==> config.mk <==
export PLATFORM = sky130hd
export DESIGN_NAME = apb_bridge_multi
export DESIGN_NICKNAME = d
export VERILOG_FILES = /design/src/rtl/apb_bridge_pkg.sv /design/src/rtl/apb_addr_decode.sv /design/src/rtl/apb_bridge_multi.sv
export SDC_FILE = /design/constraint.sdc
export NUM_CORES = 1
export LEC_CHECK = 0
export BUFFER_PORTS_ARGS = -buffer_cell sky130_fd_sc_hd__buf_2
export CAP_MARGIN = 20
export CORE_AREA = 2 2 181 183
export DETAILED_ROUTE_END_ITERATION = 8
export DIE_AREA = 0 0 183 185
export PLACE_DENSITY_LB_ADDON = 0.2
export REMOVE_ABC_BUFFERS = 1
export SYNTH_ARGS = -nofsm -noshare
export SYNTH_HDL_FRONTEND = slang
export SYNTH_HIERARCHICAL = 1
export SYNTH_SLANG_ARGS = --single-unit
==> constraint.sdc <==
create_clock -name hclk -period 3.1 [get_ports hclk]
set_input_delay 0.31 -clock hclk [delete_from_list [all_inputs] [get_ports hclk]]
set_output_delay 0.31 -clock hclk [all_outputs]
set_load 0.02 [all_outputs]
==> src/rtl/apb_bridge_pkg.sv <==
// Shared state encoding and response codes for the multi-slave AHB-to-APB bridge.
package apb_bridge_pkg;

  typedef enum logic [2:0] {
    ST_IDLE   = 3'd0,
    ST_WLATCH = 3'd1,
    ST_SETUP  = 3'd2,
    ST_ACCESS = 3'd3,
    ST_ERR1   = 3'd4,
    ST_ERR2   = 3'd5
  } state_t;

  localparam logic [1:0]  HRESP_OKAY   = 2'b00;
  localparam logic [1:0]  HRESP_ERROR  = 2'b01;
  localparam logic [39:0] DEFAULT_MASK = 40'hFF_FFFF_F000;

endpackage

==> src/rtl/apb_addr_decode.sv <==
// Base/mask address decoder; the lowest-numbered matching slave wins on overlap.
module apb_addr_decode #(
  parameter int NSLV   = 8,
  parameter int ADDR_W = 40
) (
  input  logic [ADDR_W-1:0]      addr,
  input  logic [NSLV*ADDR_W-1:0] slv_base,
  input  logic [NSLV*ADDR_W-1:0] slv_mask,
  output logic [NSLV-1:0]        hit,
  output logic                   miss
);

  always_comb begin
    hit  = '0;
    miss = 1'b1;
    for (int i = 0; i < NSLV; i++) begin
      if (miss && ((addr & slv_mask[i*ADDR_W +: ADDR_W]) == slv_base[i*ADDR_W +: ADDR_W])) begin
        hit[i] = 1'b1;
        miss   = 1'b0;
      end
    end
  end

endmodule

==> src/rtl/apb_bridge_multi.sv <==
// AHB-to-APB bridge for NSLV APB3 slaves with wait states, slave errors,
// unmapped-address errors and a PREADY timeout, all reported as a two-cycle ERROR.
//
// state  | meaning
// IDLE   | ready for a new AHB request
// WLATCH | write accepted, waiting one cycle for the AHB data phase
// SETUP  | APB setup phase, psel high, penable low
// ACCESS | APB access phase, waiting for pready or timeout
// ERR1   | first ERROR cycle for an unmapped address (hready low)
// ERR2   | second ERROR cycle (hready high)
module apb_bridge_multi
  import apb_bridge_pkg::*;
#(
  parameter int                      NSLV     = 8,
  parameter int                      ADDR_W   = 40,
  parameter int                      DATA_W   = 32,
  parameter logic [NSLV*ADDR_W-1:0]  SLV_BASE = {NSLV{ADDR_W'(0)}},
  parameter logic [NSLV*ADDR_W-1:0]  SLV_MASK = {NSLV{ADDR_W'(DEFAULT_MASK)}},
  parameter int                      TIMEOUT  = 255
) (
  input  logic                   hclk,
  input  logic                   hrst,
  input  logic                   harb_apb_hsel,
  input  logic [ADDR_W-1:0]      harb_xx_haddr,
  input  logic                   harb_xx_hwrite,
  input  logic [DATA_W-1:0]      harb_xx_hwdata,
  output logic [DATA_W-1:0]      apb_harb_hrdata,
  output logic                   apb_harb_hready,
  output logic [1:0]             apb_harb_hresp,
  output logic [ADDR_W-1:0]      apb_xx_paddr,
  output logic                   apb_xx_pwrite,
  output logic [DATA_W-1:0]      apb_xx_pwdata,
  output logic                   apb_xx_penable,
  output logic [NSLV-1:0]        psel,
  input  logic [NSLV*DATA_W-1:0] prdata,
  input  logic [NSLV-1:0]        pready,
  input  logic [NSLV-1:0]        pslverr
);

  localparam int CNT_W = (TIMEOUT > 1) ? $clog2(TIMEOUT + 1) : 1;
  localparam logic [CNT_W-1:0] TO_LAST = CNT_W'((TIMEOUT > 0) ? TIMEOUT - 1 : 0);

  state_t            state;
  logic [NSLV-1:0]   hit_q;
  logic [NSLV-1:0]   dec_hit;
  logic              dec_miss;
  logic [CNT_W-1:0]  cnt;
  logic [DATA_W-1:0] rdata_sel;
  logic              rdy_sel;
  logic              err_sel;
  logic              in_access;
  logic              timeout_hit;
  logic              xfer_ok;
  logic              xfer_err;
  logic              accept;

  apb_addr_decode #(
    .NSLV   (NSLV),
    .ADDR_W (ADDR_W)
  ) u_decode (
    .addr     (harb_xx_haddr),
    .slv_base (SLV_BASE),
    .slv_mask (SLV_MASK),
    .hit      (dec_hit),
    .miss     (dec_miss)
  );

  // Slave-side signals are only meaningful for the slave latched at accept.
  always_comb begin
    rdata_sel = '0;
    for (int i = 0; i < NSLV; i++) begin
      if (hit_q[i]) rdata_sel = rdata_sel | prdata[i*DATA_W +: DATA_W];
    end
  end

  assign rdy_sel     = |(pready & hit_q);
  assign err_sel     = |(pslverr & hit_q);
  assign in_access   = (state == ST_ACCESS);
  assign timeout_hit = (TIMEOUT != 0) && in_access && !rdy_sel && (cnt == TO_LAST);
  assign xfer_ok     = in_access && rdy_sel && !err_sel;
  assign xfer_err    = in_access && ((rdy_sel && err_sel) || timeout_hit);
  assign accept      = harb_apb_hsel && ((state == ST_IDLE) || xfer_ok);

  // The AHB response must follow pready within the ACCESS cycle to allow back-to-back accepts.
  assign apb_harb_hready = (state == ST_IDLE) || (state == ST_ERR2) || xfer_ok;
  assign apb_harb_hresp  = ((state == ST_ERR1) || (state == ST_ERR2) || xfer_err) ? HRESP_ERROR
                                                                                   : HRESP_OKAY;
  assign apb_harb_hrdata = (xfer_ok && !apb_xx_pwrite) ? rdata_sel : '0;

  always_ff @(posedge hclk) begin
    if (hrst) begin
      state          <= ST_IDLE;
      hit_q          <= '0;
      cnt            <= '0;
      apb_xx_paddr   <= '0;
      apb_xx_pwrite  <= 1'b0;
      apb_xx_pwdata  <= '0;
      apb_xx_penable <= 1'b0;
      psel           <= '0;
    end else if (accept) begin
      apb_xx_paddr   <= harb_xx_haddr;
      apb_xx_pwrite  <= harb_xx_hwrite;
      hit_q          <= dec_hit;
      apb_xx_penable <= 1'b0;
      if (dec_miss) begin
        state <= ST_ERR1;
        psel  <= '0;
      end else if (harb_xx_hwrite) begin
        state <= ST_WLATCH;
        psel  <= '0;
      end else begin
        state <= ST_SETUP;
        psel  <= dec_hit;
        cnt   <= '0;
      end
    end else begin
      case (state)
        ST_WLATCH: begin
          apb_xx_pwdata <= harb_xx_hwdata;
          psel          <= hit_q;
          cnt           <= '0;
          state         <= ST_SETUP;
        end
        ST_SETUP: begin
          apb_xx_penable <= 1'b1;
          state          <= ST_ACCESS;
        end
        ST_ACCESS: begin
          if (rdy_sel || timeout_hit) begin
            psel           <= '0;
            apb_xx_penable <= 1'b0;
            state          <= xfer_ok ? ST_IDLE : ST_ERR2;
          end else if (cnt != '1) begin
            cnt <= cnt + 1'b1;
          end
        end
        ST_ERR1: state <= ST_ERR2;
        ST_ERR2: state <= ST_IDLE;
        default: state <= ST_IDLE;
      endcase
    end
  end

endmodule

== After elaboration in Yosys (flattened, before gate mapping) ==
Cells that the tools add are included.

* Flip-flop bits (word level): 94
* Input port bits: 348
* Output and inout bits: 117
* Word-level logic and storage cells: 77

* Bitwise gates (word level): 3
* Reductions and logical operators: 29
* $add $sub $neg: 1
* Eq/ne operators: 13
* Muxes and demuxes: 23

{| class="wikitable"
|+ Operators with widths
! kind !! count
|-
| 32-bit 2-to-1 mux || 2
|-
| 8-bit 2-to-1 mux || 7
|-
| 40-bit logical NOT || 1
|-
| 8-bit one-hot mux with 2 select lines || 2
|-
| 8-bit by 1-bit AND with 8-bit output || 2
|-
| 8-bit OR reduction || 2
|-
| 3-bit 2-to-1 mux || 4
|-
| 3-bit one-hot mux with 4 select lines || 1
|-
| 8-bit by 1-bit adder with 8-bit output (second input constant) || 1
|-
| 8-bit equality test (second input constant) || 1
|-
| 1-bit logical AND || 8
|-
| 8-bit inequality test (second input constant) || 1
|-
| 1-bit logical OR || 7
|-
| 3-bit by 2-bit equality test with 1-bit output (second input constant) || 2
|-
| 3-bit equality test (second input constant) || 2
|-
| 3-bit by 1-bit inequality test with 1-bit output (second input constant) || 2
|-
| 2-bit AND reduction || 3
|-
| 1-bit 2-to-1 mux || 5
|-
| 5-bit AND reduction || 1
|-
| 2-bit by 1-bit inequality test with 1-bit output (second input constant) || 2
|-
| 3-bit by 1-bit equality test with 1-bit output (second input constant) || 1
|-
| 1-bit logical NOT || 3
|-
| 3-bit logical NOT || 1
|-
| 3-bit inequality test (second input constant) || 1
|-
| other kinds (7) || 7
|}

== Depth between registers and ports, before layout ==
* Depth in word-level cells: 9
* Mapped depth: 13
* Mapped depth without buffers: 11

== Hierarchy ==
The synthesis kept the hierarchy.

{| class="wikitable"
|+ Modules (own cells, without submodules)
! module !! sequential area each (µm²) !! area each (µm²) !! cells an instance !! times used
|-
| apb_addr_decode || 0.0 || 5823.1 || 881 || 1
|-
| apb_bridge_multi || 2021.9 || 5619.1 || 714 || 1
|}

== Worst setup path before layout ==
No wires, ideal clock.

* Kind: input to register
* Start: in harb_xx_haddr[35]
* End: reg cnt[4]
* Data arrival time: 3.159 ns
* Buffers on the path: 0
* Data required time: 2.978 ns
* Stages: 11
* Setup time: 0.122 ns
* Slack: -0.181 ns
* Cells stage by stage: a21o_1 > a211oi_1 > or4b_1 > or4_4 > o22ai_4 > nor4_1 > or3b_4 > or4_4 > o41ai_4 > nor3_2 > a221o_1

* Longest elaborated chain between the ends: 3

{| class="wikitable"
|+ RTL lines
! element !! line !! RTL
|-
| start: declaration || apb_bridge_multi.sv:24 || <nowiki>input logic [ADDR_W-1:0] harb_xx_haddr,</nowiki>
|-
| 40-bit logical NOT || apb_addr_decode.sv:17 || <nowiki>if (miss && ((addr & slv_mask[i*ADDR_W +: ADDR_W]) == slv_base[i*ADDR_W +: ADDR_W])) begin</nowiki>
|-
| 2-bit by 1-bit inequality test with 1-bit output (no line) || n/a ||
|-
| 5-bit AND reduction (no line) || n/a ||
|-
| end signal: assignment || apb_bridge_multi.sv:134 || <nowiki>cnt <= cnt + 1'b1;</nowiki>
|-
| end: declaration || apb_bridge_multi.sv:47 || <nowiki>logic [CNT_W-1:0] cnt;</nowiki>
|}

Every way passes these cells.
A chain may end at the register's enable or synchronous reset.

==> metrics.cfg <==
[outcome]
status = finished with violations
violations = setup timing

[timing]
fin_crit_sh_pct = 102
finalClockSkew_ns = 0.0103
setup_viol = 13
setup_ws_ns = -0.0710
worst-slew-pin-transition_ns = 0.908
finalCriticalPeriod_ns = 3.17
rsz0062_at_grt = yes
whs_ns = 0.192
fmax_mhz = 315
slew_headroom_pct = 39.5
hold_viol = 0
slew_viol_final = 0

[clock_network]
cts.clk_slew.worst_paths_ns = 0.08
htree_levels = 3
cts_root_buffer = clkbuf_16
clock_path_buffers = 2
clk-insertion-delay-late_ns = 0.36
cts_sinks = 101
cts_tree = done
cts_made_buffers = 9

[setup_path]
worstSetupPathType = in -> reg
cp_max_fo = 6
setup.worst_path.start = harb_xx_haddr[35]
crit_path_end_kind = flip-flop
ff2ff_setup_slack_ns = 0.64
cp.required_ns = 3.38
reg2reg_to = cnt[1]
cp.arrival_ns = 3.45
reg2reg_from = hit_q[5]
cp-start-kind = input pin
reg2reg_depth = 7

[detailed_routing]
drtAntennaViolNets = 0
post_drt_wl_per_cell_um = 19.3
finalWirelength_mm = 69.5
drt-initial-drc-count = 1435
routed_via_density = 4.75
drc = 0
vias = 17100
drt_pass1_iterations = 6

[grt]
grt_pass1_wl_mm = 97.7
use_met2_pct = 63.0
use_met3_pct = 10.9
grt_max_degree = 58
grt_busiest_layer = met2
grt.overflow.total = 0
grt_pass1_vias = 15400
grt_use_met1_pct = 51.6
antenna_found_initial = 13
grtUsageTotal_pct = 39.8

[power_and_ir_drop]
power.leakage_nw = 10.6
combPwrFrac_pct = 45.4
pwr-share-clk_pct = 24.1
p_total_mw = 5.05
pwr-share-seq_pct = 30.5
p_sw_mw = 2.10
internal-power_mw = 2.95
power_density_nw_per_um2 = 260
ir_worst_vdd_mv = 0.280
swShare_pct = 41.6

[synth]
syn_area_um2 = 11400
synthCells = 1595
ys_seq_elements = 101
synth_edf_count = 0
netlist.area_leader.share_pct = 17.7
ys.flop_type = dfxtp_1
synthArstFlopShare_pct = 0
ys_types = 78
seq_area_frac_synth_pct = 17.7
synthTopCellsByArea = dfxtp_1, a21oi_1, nand2_1
yosysWarnings = 6
avgSynthCellArea_um2 = 7.17
synth_top_area_cell = dfxtp_1

[place]
place_inst = 3560
gp_congestion = 1.06
io_buffers = 463
dp_hpwl_mm = 58.2

[cells_and_area]
fin_cells = 3593
layout.nets = 3516
final_core_util_pct = 60.6
drive_gt1_share_pct = 21.9
syn2layout_area_growth_pct = 69.6
nFillCells = 3188

[flow_run]
drv_cap = 0

[floorplanning]
ios = 465
start_util_pct = 35.7
die_area_um2 = 33900
die_h_um = 185
core-area_um2 = 32000
die_w_um = 183
rows = 66

[min_path]
worstHoldStart = harb_xx_hwdata[20]
hp-class = in -> reg
hold_path_end = apb_xx_pwdata[20]
hold_depth = 3

==> routing by layer <==
metal  up-vias  share of wire, %
met5         -             0.045
met4         4               3.7
met3       114                10
met2       799                44
met1      7975                42
li1       8172                 -
==> synth_stat cells (all sizes together), types with 23 or more instances <==
| cell type | instances |
|---|---|
| xor2 | 35 |
| nand4 | 35 |
| nand2 | 268 |
| a22o | 33 |
| and3 | 120 |
| a22oi | 72 |
| a31oi | 34 |
| a21boi | 53 |
| o22a | 45 |
| clkbuf | 49 |
| buf | 65 |
| xnor2 | 62 |
| nand3 | 58 |
| and3b | 53 |
| a211oi | 62 |
| a21o | 54 |
| nor4 | 23 |
| dfxtp | 101 |
| a221oi | 32 |
| a21oi | 210 |
==> area by class of cell <==
type	instances	area (um2)	share of cell area (%)
inverter	2	7.51	0.0387
clock inverter	7	93.8	0.483
sequential	101	2030	10.5
multi-input combinational	2465	13200	67.8
tap	408	510	2.63
antenna	14	35.0	0.180
clock buffer	9	225	1.16
timing repair buffer	587	3350	17.3
==> critical path, cell delays in order <==
cell      delay, ns
buf_8          0.10
a21o_1         0.16
a211oi_2       0.22
or4b_4         0.48
or4_4          0.47
o22ai_4        0.21
nor4_4         0.10
or3b_4         0.38
or4_4          0.43
o41ai_4        0.10
buf_6          0.22
a21oi_1        0.09
a211oi_2       0.18
==> power by group through the flow <==
| stage | logic (mW) | clock network, mW | registers, mW |
|---|---|---|---|
| 2_1_floorplan | 0.982 | 0 | 1.75 |
| 3_3_place_gp | 2.15 | 0 | 1.56 |
| 3_5_place_dp | 2.18 | 0 | 1.56 |
| 4_1_cts | 2.20 | 1.22 | 1.54 |
| 5_1_grt | 2.50 | 1.27 | 1.56 |
| 6_report | 2.30 | 1.21 | 1.54 |
==> sequential cells by signal, indices dropped and copies added, names as in the netlist <==
signal,count
cnt,8
psel,8
apb_xx_penable,1
apb_xx_pwrite,1
hit_q,8
apb_xx_pwdata,32
apb_xx_paddr,40
state,3
==> repair_timing <==
item                       4_1_cts  5_1_grt
setup endpoints to repair       24       29
pin swaps                        8       20
gates resized for setup         29       24
gates cloned                     1        0
buffers inserted                 1        1
hold buffers                     0        0
==> worst max-delay path by stage <==
stage                                 end  slack [ns]  cells after the start
after floorplan           apb_xx_paddr[0]       -0.42                      5
after global placement            psel[2]       -0.54                     13
after detailed placement          psel[6]       -0.60                     13
after CTS                          cnt[4]       -0.08                     12
after global routing              psel[6]       -0.14                     15
final                             psel[6]       -0.07                     13
==> stage by stage <==
step | instance area [um2] | setup WS (ns) | setup TNS, ns
floorplan | 14900 | -0.422 | -22.69
global placement | 18800 | -0.537 | -8.38
detailed placement | 18800 | -0.601 | -9.40
CTS | 19300 | -0.0750 | -0.552
global route | 19400 | -0.143 | -1.71
finish | 19400 | -0.0710 | -0.602
==> placed cells by master (no fill, tap or decap), types with 50 or more instances in the layout <==
cell type and instances:
and3b_1 52, nand3_1 57, a21boi_0 53, a21oi_1 201
dfxtp_1 92, buf_4 116, a21o_1 50, buf_2 460
conb_1 1089, xnor2_1 62, and3_1 117, a22oi_1 66
nand2_1 268
==> cell families after synthesis <==
logic type | after synthesis | share of synthesized area, %
and+or+nand+nor | 641 | 30.3
DFF | 101 | 17.7
other | 2 | 0.0656
buffers and inverters | 116 | 5.08
AOI/OAI and AO/OA | 632 | 38.9
adders and majority gates | 2 | 0.219
xor gates and xnor gates | 97 | 7.42
muxes | 4 | 0.361
Note: power is estimated with default switching activity, not from simulation.
